--- src/rtl/mem_port_arbiter.sv ---
// mem_port_arbiter
// Shares one pipelined memory port between an instruction requester and a
// data requester. Data wins ties. A stalled request stays locked until the
// memory grants it. An in-order owner FIFO routes each response to the
// requester that issued it. A flush squashes in-flight instruction fetches.
// A response that arrives with no transaction outstanding sets a sticky error.
//
// Optional feature: define MEM_ARB_STARVE_GUARD_EN to enable the instruction
// starvation guard. After STARVE_LIMIT consecutive denied cycles, the
// instruction side wins the next arbitration.

module mem_port_arbiter #(
  parameter int MAX_OUT      = 2,
  parameter int STARVE_LIMIT = 4
) (
  input  logic        clock,
  input  logic        reset,
  // instruction side
  input  logic        instr_req_ip,
  input  logic [31:0] instr_addr_ip,
  output logic        instr_gnt_op,
  output logic        instr_rvalid_op,
  output logic [31:0] instr_rdata_op,
  // data side
  input  logic        data_req_ip,
  input  logic        data_we_ip,
  input  logic [31:0] data_addr_ip,
  input  logic [31:0] data_wdata_ip,
  output logic        data_gnt_op,
  output logic        data_rvalid_op,
  output logic [31:0] data_rdata_op,
  // memory side
  output logic        mem_req_op,
  output logic        mem_we_op,
  output logic [31:0] mem_addr_op,
  output logic [31:0] mem_wdata_op,
  input  logic        mem_gnt_ip,
  input  logic        mem_rvalid_ip,
  input  logic [31:0] mem_rdata_ip,
  // control / status
  input  logic        flush_ip,
  output logic        resp_err_op
);

  typedef enum logic [1:0] {LOCK_NONE, LOCK_INSTR, LOCK_DATA} lock_e;

  localparam logic       OWN_INSTR = 1'b0;
  localparam logic       OWN_DATA  = 1'b1;
  localparam logic [2:0] MAX_CNT   = 3'(MAX_OUT);
  localparam logic [1:0] LAST_PTR  = 2'(MAX_OUT - 1);

  if (MAX_OUT < 1 || MAX_OUT > 4 || STARVE_LIMIT < 1 || STARVE_LIMIT > 255) begin : g_param_check
    $error("mem_port_arbiter: MAX_OUT must be 1..4 and STARVE_LIMIT 1..255");
  end

  // Owner FIFO storage is sized for the largest legal MAX_OUT.
  // Pointers wrap at MAX_OUT-1.
  logic [3:0]  owner_q, owner_d;
  logic [3:0]  squash_q, squash_d;
  logic [1:0]  wr_ptr_q, wr_ptr_d;
  logic [1:0]  rd_ptr_q, rd_ptr_d;
  logic [2:0]  count_q, count_d;
  lock_e       lock_q, lock_d;
  logic        resp_err_q, resp_err_d;
  logic [31:0] instr_rdata_q, data_rdata_q;

  logic any_req, fifo_empty, pop, push, can_issue;
  logic instr_lock_live, data_lock_live, sel_data, starve_force;
  logic head_owner, head_squash;

  function automatic logic [1:0] ptr_inc(input logic [1:0] p);
    return (p == LAST_PTR) ? 2'd0 : p + 2'd1;
  endfunction

  // Arbitration, memory-side mux, grants and response routing.
  // All of these are zero-latency.
  always_comb begin
    // NOTE: every signal gets a default first so no path leaves it unassigned (no latches).
    any_req    = instr_req_ip | data_req_ip;
    fifo_empty = (count_q == 3'd0);
    pop        = mem_rvalid_ip & ~fifo_empty;
    // A response retiring this cycle frees its slot for a same-cycle grant.
    can_issue  = (count_q < MAX_CNT) | pop;
    mem_req_op = any_req & can_issue;

    // A flush releases an instruction lock immediately.
    instr_lock_live = (lock_q == LOCK_INSTR) & instr_req_ip & ~flush_ip;
    data_lock_live  = (lock_q == LOCK_DATA) & data_req_ip;

    if (instr_lock_live)                   sel_data = 1'b0;
    else if (data_lock_live)               sel_data = 1'b1;
    else if (starve_force && instr_req_ip) sel_data = 1'b0;
    else                                   sel_data = data_req_ip;

    push         = mem_req_op & mem_gnt_ip;
    data_gnt_op  = push & sel_data;
    instr_gnt_op = push & ~sel_data & ~flush_ip;

    mem_we_op    = 1'b0;
    mem_addr_op  = '0;
    mem_wdata_op = '0;
    if (any_req) begin
      if (sel_data) begin
        mem_we_op    = data_we_ip;
        mem_addr_op  = data_addr_ip;
        mem_wdata_op = data_wdata_ip;
      end else begin
        mem_addr_op  = instr_addr_ip;
      end
    end

    head_owner      = owner_q[rd_ptr_q];
    head_squash     = squash_q[rd_ptr_q];
    data_rvalid_op  = pop & (head_owner == OWN_DATA);
    instr_rvalid_op = pop & (head_owner == OWN_INSTR) & ~head_squash & ~flush_ip;
    data_rdata_op   = data_rvalid_op  ? mem_rdata_ip : data_rdata_q;
    instr_rdata_op  = instr_rvalid_op ? mem_rdata_ip : instr_rdata_q;
    resp_err_op     = resp_err_q;
  end

  // Next state for the lock, the owner FIFO, the count and the sticky error.
  always_comb begin
    lock_d = lock_q;
    if (push)                                  lock_d = LOCK_NONE;
    else if (mem_req_op)                       lock_d = sel_data ? LOCK_DATA
                                                      : (flush_ip ? LOCK_NONE : LOCK_INSTR);
    else if (!(instr_lock_live || data_lock_live)) lock_d = LOCK_NONE;

    owner_d  = owner_q;
    squash_d = squash_q;
    if (flush_ip) begin
      for (int i = 0; i < 4; i++) begin
        if (owner_q[i] == OWN_INSTR) squash_d[i] = 1'b1;
      end
    end
    // A fetch the memory accepts during a flush is tracked but pre-squashed.
    // Its response is still consumed in order.
    if (push) begin
      owner_d[wr_ptr_q]  = sel_data ? OWN_DATA : OWN_INSTR;
      squash_d[wr_ptr_q] = ~sel_data & flush_ip;
    end

    wr_ptr_d = push ? ptr_inc(wr_ptr_q) : wr_ptr_q;
    rd_ptr_d = pop  ? ptr_inc(rd_ptr_q) : rd_ptr_q;

    case ({push, pop})
      2'b10:   count_d = count_q + 3'd1;
      2'b01:   count_d = count_q - 3'd1;
      default: count_d = count_q;
    endcase

    resp_err_d = resp_err_q | (mem_rvalid_ip & fifo_empty);
  end

  // State registers. The tiny owner FIFO is reset along with everything else.
  always_ff @(posedge clock or negedge reset) begin
    if (!reset) begin
      // NOTE: the owner/squash array is only 8 flops, so resetting it is cheap and keeps X out of sim.
      owner_q       <= '0;
      squash_q      <= '0;
      wr_ptr_q      <= '0;
      rd_ptr_q      <= '0;
      count_q       <= '0;
      lock_q        <= LOCK_NONE;
      resp_err_q    <= 1'b0;
      instr_rdata_q <= '0;
      data_rdata_q  <= '0;
    end else begin
      // NOTE: non-blocking assignments so every register samples pre-edge values.
      owner_q       <= owner_d;
      squash_q      <= squash_d;
      wr_ptr_q      <= wr_ptr_d;
      rd_ptr_q      <= rd_ptr_d;
      count_q       <= count_d;
      lock_q        <= lock_d;
      resp_err_q    <= resp_err_d;
      instr_rdata_q <= instr_rdata_op;
      data_rdata_q  <= data_rdata_op;
    end
  end

`ifdef MEM_ARB_STARVE_GUARD_EN
  localparam logic [7:0] STARVE_MAX = 8'(STARVE_LIMIT);

  logic [7:0] starve_cnt_q, starve_cnt_d;

  // Count consecutive cycles the pending instruction request loses arbitration.
  always_comb begin
    starve_cnt_d = starve_cnt_q;
    if (!instr_req_ip || instr_gnt_op || flush_ip) starve_cnt_d = '0;
    else if (starve_cnt_q < STARVE_MAX)            starve_cnt_d = starve_cnt_q + 8'd1;
  end

  // Starvation counter register.
  always_ff @(posedge clock or negedge reset) begin
    if (!reset) starve_cnt_q <= '0;
    else        starve_cnt_q <= starve_cnt_d;
  end

  assign starve_force = (starve_cnt_q >= STARVE_MAX);
`else
  assign starve_force = 1'b0;
`endif

endmodule
--- config.mk ---
export PLATFORM = sky130hd
export DESIGN_NAME = mem_port_arbiter
export DESIGN_NICKNAME = d
export VERILOG_FILES = /design/src/rtl/mem_port_arbiter.sv
export SDC_FILE = /design/constraint.sdc
export NUM_CORES = 1
export LEC_CHECK = 0
export ABC_AREA = 1
export ABC_CLOCK_PERIOD_IN_PS = 2100
export CAP_MARGIN = 15
export CELL_PAD_IN_SITES_DETAIL_PLACEMENT = 1
export CELL_PAD_IN_SITES_GLOBAL_PLACEMENT = 2
export CORE_MARGIN = 1.5
export CORE_UTILIZATION = 18
export CTS_CLUSTER_DIAMETER = 30
export DETAILED_ROUTE_END_ITERATION = 7
export PLACE_DENSITY_LB_ADDON = 0.05
export SETUP_SLACK_MARGIN = 0.02
export SYNTH_ARGS = -nofsm -noshare
export SYNTH_HDL_FRONTEND = slang
export SYNTH_SLANG_ARGS = --single-unit
export TNS_END_PERCENT = 10
--- constraint.sdc ---
create_clock -name clock -period 2.1 [get_ports clock]
set_input_delay 0.42 -clock clock [delete_from_list [all_inputs] [get_ports clock]]
set_output_delay 0.42 -clock clock [all_outputs]
set_load 0.005 [all_outputs]
==> impl_results.md <==
- Status: finished, violations left
- Failing checks: negative setup slack
- DIE AREA: around 25000 sq um
- Total CTS buffers: 9
- CTS sink count: 82
- Crit path max fanout: 6
- Leak pwr: 4.76 nW
- Mapped Nets: between 700 and 800
- Wirelength per Cell: between 15 and 20 microns
- Startpoint Class: register
- Num ports: 271
- Total area of sequential cells: 2050 sq um
- Fmax: between 400 and 500 MHz
- Final nets: between 1000 and 1500
- First-pass GRT wire length: approximately 34000 microns
- Total Neg Setup Slack: -8100 ps
- Setup crit end kind: primary output
- Avg Cell Area, Syn: just over 7 sq um
- DIE HEIGHT: about 160 microns
- PD cells: 1230 nW/um^2
- Vias: 5500
- Gate Count Post-Synth: a little under 600
- # setup viols final: 78
- Synth top area share: 0.477
- Internal power: around 7.4 mW
- Fill count: ~2800
- Initial antenna violation count: 2
- Slowest cell on crit path: dfrtp_1
- Layout cells sized above 1: 0.436
- Cell Chain, Critical Path: nor2_2, nand2_1, nand2_2, buf_6, inv_6, nand2_8, buf_12, buf_8, nand2_1, nand2_1, buf_2
- CP top delay family: simple AND/OR/NAND/NOR gates
- Setup CP Type: register to primary output
- Yosys warns: 0
- DRC errors left: 0
- First-pass DRT Iterations: 4
- Vias in the first global route: just over 6000
- Number of port buffers: between 200 and 300
- Top cells by area in the synthesized netlist: dfrtp_1 (48%), nand2_1 (18%), nor2_1 (9.6%), nand4_1 (4.8%), inv_1 (4.5%)
- DP HPWL: 15500 microns
- Initial Utilization: 0.183
- Bufs and invs on worst path: 5
- Area of the multi-input gates: around 2300 sq um
- CP required: 1680 ps
- PnR worst setup slack: -147 ps
- Fin util: 0.404
- FF+latch count, synth: between 80 and 90
- Gate power share: 0.616
- Root Driver: clkbuf_16
- Reg power frac: 0.224
- Crit path DAT: approximately 1800 ps
- Setup Skew: between 10 and 15 ps
- Area Growth Syn to Fin: 120%
- Largest net degree at the start of global routing: 42
- Max_slew headroom: 0.715
- Final min period: approximately 2200 ps
- Final Hold Viols: 0
- Dpl ws: -831 ps
- Switching pwr: approximately 4.2 mW
- Clock transition at the registers of the reported paths: roughly 60 ps
- Final slew viol count: 0
- Routability cong.: between 0.7 and 0.8
- Seq/Total Area, Yosys: 0.477
- Post-DP Area: approximately 8000 sq um
- Clock Power Share: 0.160
- Slew @ Worst Pin: approximately 430 ps
- TritonCTS clock tree: yes
- Most frequent cell on the critical path: nand2_1
- Final wirelength: ~22000 microns
- Yosys top cell by area: dfrtp_1
- VDD IR-drop max: 0.566 mV
- Initial DRC count: between 150 and 200
- Netlist cell types: 27
- Hold/Removal Path Class: register to register
- Commonest non-fill, non-tap cell in the layout: clkdlybuf4s50_1
- Netlist Area Pre-Place: 4300 sq um
- Max_cap viols: 0
- Final instance area: about 9500 sq um
- Worst stage delay on the critical path: 390 ps
- Tcrit/Tclk final: 1.07
- Clk buf depth: 2
- RSZ-0062 raised after global routing: yes
- Standard-cell row count: 56
- Routed Antenna Nets: 0
- Clock latency on the worst-skew pair: 340 ps
- Overflow after GRT: 0
- Sw Ratio: 0.360
- H-Tree Depth: 3
- Die X: about 160 microns
- Core region area: between 20000 and 25000 sq um
- Most frequent cells in the layout: clkdlybuf4s50_1 (131), nand2_1 (110), buf_4 (90)
- Total track usage: 0.178
- Via/cell ratio: ~4.2
[tightest hold or removal path: stages (launching register included)]
cell and delay, ps:
dfrtp_1 320, nand2_1 50, nand2_1 60
[cells in the mapped netlist (all sizes together)]
library cell and n:
nand4 33, nor3 1, inv 57, xnor2 2, ha 1, a21oi 4, nand2 214, buf 29
o21ai 36, a31o 1, clkbuf 3, dfrtp 82, o21bai 4, xor2 2, fa 1, nand3 10
nor2 113
[layout make-up]
cell class,instances,share of cell area
clock inverters,4,0.0104
well taps,319,0.0421
flip-flops and latches,82,0.217
multi-input cells,422,0.246
clock buffers,12,0.0260
inverters,57,0.0260
diodes,1,0.000264
repair buffers,422,0.433
[layer usage]
metal / global-route usage / share of wire / vias to the layer above
met1: 0.194 / 0.38 / 2630
met3: 0.0610 / 0.084 / 24
met2: 0.326 / 0.52 / 191
met4: 0.0494 / 0.018 / 2
li1: - / - / 2653
met5: 0 / 0.00059 / -
[path summary, 6_finish.rpt]
path / startpoint / to / slack, ps / cells after the start
worst min register to register: data_rdata_q[0] / data_rdata_q[0] / 470 / 2
min in group asynchronous: reset / data_rdata_q[28] / 550 / 2
worst max-delay path: count_q[1] / data_rdata_op[12] / -150 / 11
max in group asynchronous: reset / data_rdata_q[19] / 960 / 3
worst max register to register: count_q[2] / count_q[2] / -120 / 14
worst min-delay path: data_rdata_q[0] / data_rdata_q[0] / 470 / 2
[logic make-up after synthesis]
logic type                 after synthesis  synth area share
and+or+nand+nor                        371             0.358
buffers and inverters                   89            0.0945
DFF                                     82             0.477
AOI/OAI and AO/OA                       45            0.0555
xor gates and xnor gates                 4           0.00814
adders and majority gates                2           0.00756
[metrics by stage]
step / instances / hold WS (ps) / power, mW
2_1_floorplan: 593 / 124 / 4.45
3_3_place_gp: 1220 / 368 / 7.76
3_5_place_dp: 1220 / 368 / 7.86
4_1_cts: 1311 / 471 / 11.1
5_1_grt: 1319 / 487 / 12.4
6_report: 1319 / 468 / 11.6
[power by group through the flow]
stage	Sequential (mW)	Clock [mW]	Combinational [mW]
final	2.60	1.86	7.17
after global routing	2.68	1.98	7.79
after CTS	2.55	1.92	6.64
after detailed placement	2.53	0	5.34
after global placement	2.50	0	5.26
after floorplan	2.45	0	2.00
[repair_timing]
item | 4_1_cts | 5_1_grt
cloned | 12 | 0
endpoints found under the setup margin | 135 | 124
resized for setup | 600 | 143
pin swaps | 63 | 33
setup buffers | 62 | 11
hold endpoints to repair | 18 | 0
hold buffers | 1 | 0
[sequential cells by signal, indices dropped and copies added, names as in the netlist, 2 cells and up]
name and count:
owner_q 4, lock_q 2, squash_q 4, data_rdata_q 32, count_q 3, wr_ptr_q 2
rd_ptr_q 2, instr_rdata_q 32
Note: power is estimated with default switching activity, not from simulation.
==> RTL change 1: new RTL, same flow settings <==
Add a define of `MEM_ARB_STARVE_GUARD_EN`.
--- a/src/rtl/mem_port_arbiter.sv
+++ b/src/rtl/mem_port_arbiter.sv
@@ -10,2 +10,4 @@
 // instruction side wins the next arbitration.
+
+`define MEM_ARB_STARVE_GUARD_EN
 
Formal check against the unedited RTL: not equivalent (a bounded check fails within 10 cycles, from zero or initial values and one cycle with reset low).
==> RTL change 1 against the original RTL <==
The flow still finishes with violations (negative setup slack). Register-to-register slack lost 0.14 ns. Clock skew grew 0.0022 ns. Design area shrank 2.9%. Power shrank 18%. Final cell count shrank 5.1%. Setup slack lost 0.17 ns. Routed wire length shrank 15%. Sequential power grew 3%. Sequential share of layout area grew 2.8 points. Sequential cell count grew 8. Synthesized area grew 4.2%. Core utilization shrank 2.6 points. Largest cell class unchanged. Largest power group unchanged.
==> RTL change 1: results (changes against the original RTL) <==
Run status
  • Status: finished, violations left
  • Failing checks: negative setup slack

Critical path
  • Data arrival time of the critical path: 1.99 ns (+0.16 ns)
  • Critical path peak fanout: 7 (+1)
  • Critical Path Source: rd_ptr_q[0]$_DFFE_PN0P_
  • FF-to-FF setup slack: -0.26 ns (-0.14 ns)
  • FF-to-FF Start: starve_cnt_q[2]$_DFFE_PN0P_

Global route
  • Number of global-route vias before repair: 5364 (-14%)
  • Initial antenna violation count: 0 (-2)
  • Total Routing Usage GR: 14.28% (-3.6 points)

Final layout
  • Layout cells sized above 1: 47.95% (+4.3 points)
  • Top flop regs: data_rdata_q (32), instr_rdata_q (32), starve_cnt_q (8)
  • ANT cells: 0 (-1)
  • Filler cell count: 2841 (+1.7%)
  • Number of nets in the layout: 1063 (-6.1%)

Power
  • VDD IR max: 0.0004944 V (-13%)

Routing
  • Final wirelength: 18730 um (-15%)
  • Wire per inst: 14.96 um (-10%)

STA
  • Final WS setup: -0.3131 ns (-0.1663 ns)
  • Final Setup Violations: 137 (+76%)
  • Worst-margin pin slew: 0.5130 ns (+0.08583 ns)
  • Worst Skew: 0.01280 ns (+0.002182 ns)

Min path
  • Hold/Removal Path Class: in -> async

Yosys
  • Syn_nets: 704 (-3.7%)
  • Synth top area cells: dfrtp_1, nor2_1, o21ai_0
  • Post-synthesis sequential area ratio: 50.24% (+2.6 points)
  • Post-synthesis cell type count: 23 (-15%)

Place
  • DP Cell Count: 1181 (-3.2%)
## RTL change 1: cell count changes after synthesis, sizes merged, moves of 3 or more
cell,delta
nor2,+5
nand4,-33
dfrtp,+8
inv,+38
o21bai,-4
nand2,-124
buf,-7
clkbuf,+3
o21ai,+77
## RTL change 1: final cells by class
| type | instances | share of cell area, % |
|---|---|---|
| Timing Repair Buffer | 376 | 38.07 |
| Multi-Input combinational cell | 351 | 25.82 |
| Sequential cell | 90 | 24.49 |
| Tap cell | 324 | 4.405 |
| Inverter | 95 | 4.092 |
| Clock buffer | 11 | 2.746 |
| Clock inverter | 5 | 0.3807 |
## RTL change 1: worst max-delay path, stage by stage, from the launching register on
cell	delay, ns
dfrtp_2	0.49
inv_4	0.07
nand2_2	0.06
a21oi_2	0.06
nor2_2	0.16
nand3_4	0.11
buf_6	0.14
buf_6	0.12
buf_12	0.14
nand2_2	0.08
o21ai_4	0.07
buf_6	0.12
## RTL change 1: power by group
group	leakage [uW]	internal, uW	switching [uW]
registers	0.00113	2400	298
logic	0.00325	2800	2400
clock network	0.000142	873	725
## RTL change 1: what timing repair did
action,4_1_cts,5_1_grt
pin swaps,16,31
endpoints found under the setup margin,136,139
gates resized for setup,707,125
gates cloned,14,3
buffers inserted,42,3
## RTL change 1: cell families (layout without fill, tap and decap cells)
group	count (synthesis)	count (layout)	share of synthesized area, %
simple gates	220	220	18.92
flops	90	90	50.24
xor+xnor	5	5	0.9770
buf+inv	123	487	12.81
compound gates	122	122	15.77
fa+ha+maj	4	4	1.284
## RTL change 1: per-stage QoR
stage	power [uW]	setup TNS, ns	worst slack [ns]
6_report	9492	-24.77	-0.3131
4_1_cts	9267	-34.22	-0.3740
3_3_place_gp	7066	-83.95	-0.6807
3_5_place_dp	7131	-87.72	-0.7164
2_1_floorplan	4257	0	0.2416
5_1_grt	10210	-40.66	-0.4332
## RTL change 1: how the worst min path moves through the flow
stage,from,endpoint,slack (ns),depth (start not counted)
after floorplan,reset,count_q[0]$_DFFE_PN0P_,0.12,0
after global placement,instr_rdata_q[17]$_DFF_PN0_,instr_rdata_q[17]$_DFF_PN0_,0.45,2
after detailed placement,instr_rdata_q[3]$_DFF_PN0_,instr_rdata_q[3]$_DFF_PN0_,0.46,2
after CTS,reset,instr_rdata_q[17]$_DFF_PN0_,0.14,2
after global routing,reset,instr_rdata_q[17]$_DFF_PN0_,0.16,2
final,reset,instr_rdata_q[17]$_DFF_PN0_,0.11,2
## RTL change 1: metal layers
layer / vias to the layer above / share of wire, % / global-route usage (%)
met5: - / 0 / 0
met4: 0 / 1.4 / 3.493
met3: 16 / 5.9 / 3.125
met2: 162 / 51 / 25.80
met1: 2351 / 42 / 17.14
li1: 2461 / - / -
==> RTL change 2: new RTL, same flow settings <==
Made on the original files. Take the reset off `squash_q`, `instr_rdata_q` and `data_rdata_q` and load them in a clocked block of their own.
--- a/src/rtl/mem_port_arbiter.sv
+++ b/src/rtl/mem_port_arbiter.sv
@@ -159,3 +159,2 @@
       owner_q       <= '0;
-      squash_q      <= '0;
       wr_ptr_q      <= '0;
@@ -165,4 +164,2 @@
       resp_err_q    <= 1'b0;
-      instr_rdata_q <= '0;
-      data_rdata_q  <= '0;
     end else begin
@@ -170,3 +167,2 @@
       owner_q       <= owner_d;
-      squash_q      <= squash_d;
       wr_ptr_q      <= wr_ptr_d;
@@ -176,5 +172,9 @@
       resp_err_q    <= resp_err_d;
-      instr_rdata_q <= instr_rdata_op;
-      data_rdata_q  <= data_rdata_op;
-    end
+    end
+  end
+
+  always_ff @(posedge clock) begin
+    squash_q      <= squash_d;
+    instr_rdata_q <= instr_rdata_op;
+    data_rdata_q  <= data_rdata_op;
   end
Formal check against the unedited RTL: differs if reset is asserted again (counterexample within 4 cycles, from zero or initial values and one cycle with reset low); with reset held inactive, the same outputs for 10 cycles.
==> RTL change 2 against the original RTL <==
The flow still finishes with violations (negative setup slack). Routed wire length decreased by 7.6%. Design area decreased by 7.1%. Setup slack got worse by 0.10 ns. Sequential cell count unchanged. Final cell count decreased by 2.0%. Synthesized area decreased by 7.9%. Via count decreased by 2.5%. Power decreased by 3.7%. Non-clock buffer count increased by 13. First-iteration DRC count decreased by 3.3%. Largest power group unchanged.
==> RTL change 2: results (changes against the original RTL) <==
Run status
  • Status: finished, violations left
  • Failing checks: negative setup slack

Power
  • Internal power: 7123 uW (-4.3%)
  • VDD IR max: 0.0005150 V (-9.1%)
  • Clock share of power: 14.6% (-1.4 points)
  • PwrDens: 1272 nW/um^2 (+3.6%)

STA
  • Final Setup Violations: 94 (+21%)
  • Worst-margin pin slew: 0.3603 ns (-0.06694 ns)
  • Final WS setup: -0.2467 ns (-0.09991 ns)

Final layout
  • Clk tree area frac: 3.483% (-0.16 points)
  • Layout cells sized above 1: 39.53% (-4.1 points)
  • Multi-input logic portion of the cell area: 24.85% (+0.28 points)
  • Final Instance Count excl. Fillers: 1293 (-2.0%)
  • Buffer share of cell area: 45.54% (+2.3 points)

Yosys
  • Post-synthesis cell type count: 28 (+3.7%)
  • Mean post-synth cell area: 6.684 um^2 (-7.9%)
  • Main synth FF type: dfxtp_1
  • Synth Area in Compound Gates: 6.029% (+0.48 points)
  • Post-synthesis sequential area ratio: 43.18% (-4.5 points)
  • Synth top area cells: dfxtp_1, nand2_1, nor2_1
  • Ys async rst share: 17.07% (-83 points)
  • Post-synth top cells: nand2_1, nor2_1, dfxtp_1

Critical path
  • Critical path peak fanout: 8 (+2)
  • Critical Path Slowest Stage Cell: dfrtp_2
  • Reg2Reg Depth: 16 (+2)
  • Crit Reg-Reg Endpoint: instr_rdata_q[16]$_DFF_P_
  • Crit path max-delay family: buffers and inverters
  • Worst setup path class: reg -> reg

Place
  • Placed cell area: 7355 um^2 (-7.0%)

Routing
  • Initial DRC count: 147 (-3.3%)
  • Final wirelength: 20280 um (-7.6%)

Global route
  • Pin count of the biggest net entering global routing: 33 (-21%)
  • Total Routing Usage GR: 17.64% (-0.19 points)
[RTL change 2: cell count changes in the layout (fill, tap and decap cells not counted), moves of 12 or more]
cell,delta
nand2_1,+26
buf_2,+28
buf_6,-28
dfxtp_1,+68
clkbuf_2,-17
nor2_1,+12
dfrtp_1,-68
dlygate4sd2_1,+16
nand2_2,-15
buf_4,+20
[RTL change 2: stage by stage]
step / total power [uW] / setup WS, ns
2_1_floorplan: 4448 / 0.2832
3_3_place_gp: 7561 / -0.5295
3_5_place_dp: 7666 / -0.6073
4_1_cts: 11020 / -0.1913
5_1_grt: 12010 / -0.3282
6_report: 11200 / -0.2467
[RTL change 2: how the worst min path moves through the flow]
stage                                  start                  endpoint  slack (ns)  cells past startpoint
floorplan                              reset    count_q[0]$_DFFE_PN0P_        0.12                      0
global placement    data_rdata_q[22]$_DFF_P_  data_rdata_q[22]$_DFF_P_        0.43                      2
detailed placement   data_rdata_q[7]$_DFF_P_   data_rdata_q[7]$_DFF_P_        0.44                      2
CTS                                    reset    owner_q[3]$_DFFE_PN0P_        0.40                      2
global route                           reset    owner_q[3]$_DFFE_PN0P_        0.41                      2
finish                                 reset   wr_ptr_q[1]$_DFFE_PN0P_        0.40                      2
[RTL change 2: timing repair]
| item | in CTS | in global routing |
|---|---|---|
| setup endpoints to repair | 136 | 141 |
| cloned | 8 | 0 |
| pin swaps | 68 | 20 |
| setup buffers | 107 | 1 |
| resized for setup | 594 | 57 |
| hold endpoints to repair | 0 | 0 |
[RTL change 2: metal layers]
metal,vias up,GRT usage (%),share of wire [%]
met5,-,0,0
met4,0,5.291,2.2
met3,30,3.464,4.7
met2,136,34.39,55
met1,2521,18.85,38
li1,2676,-,-
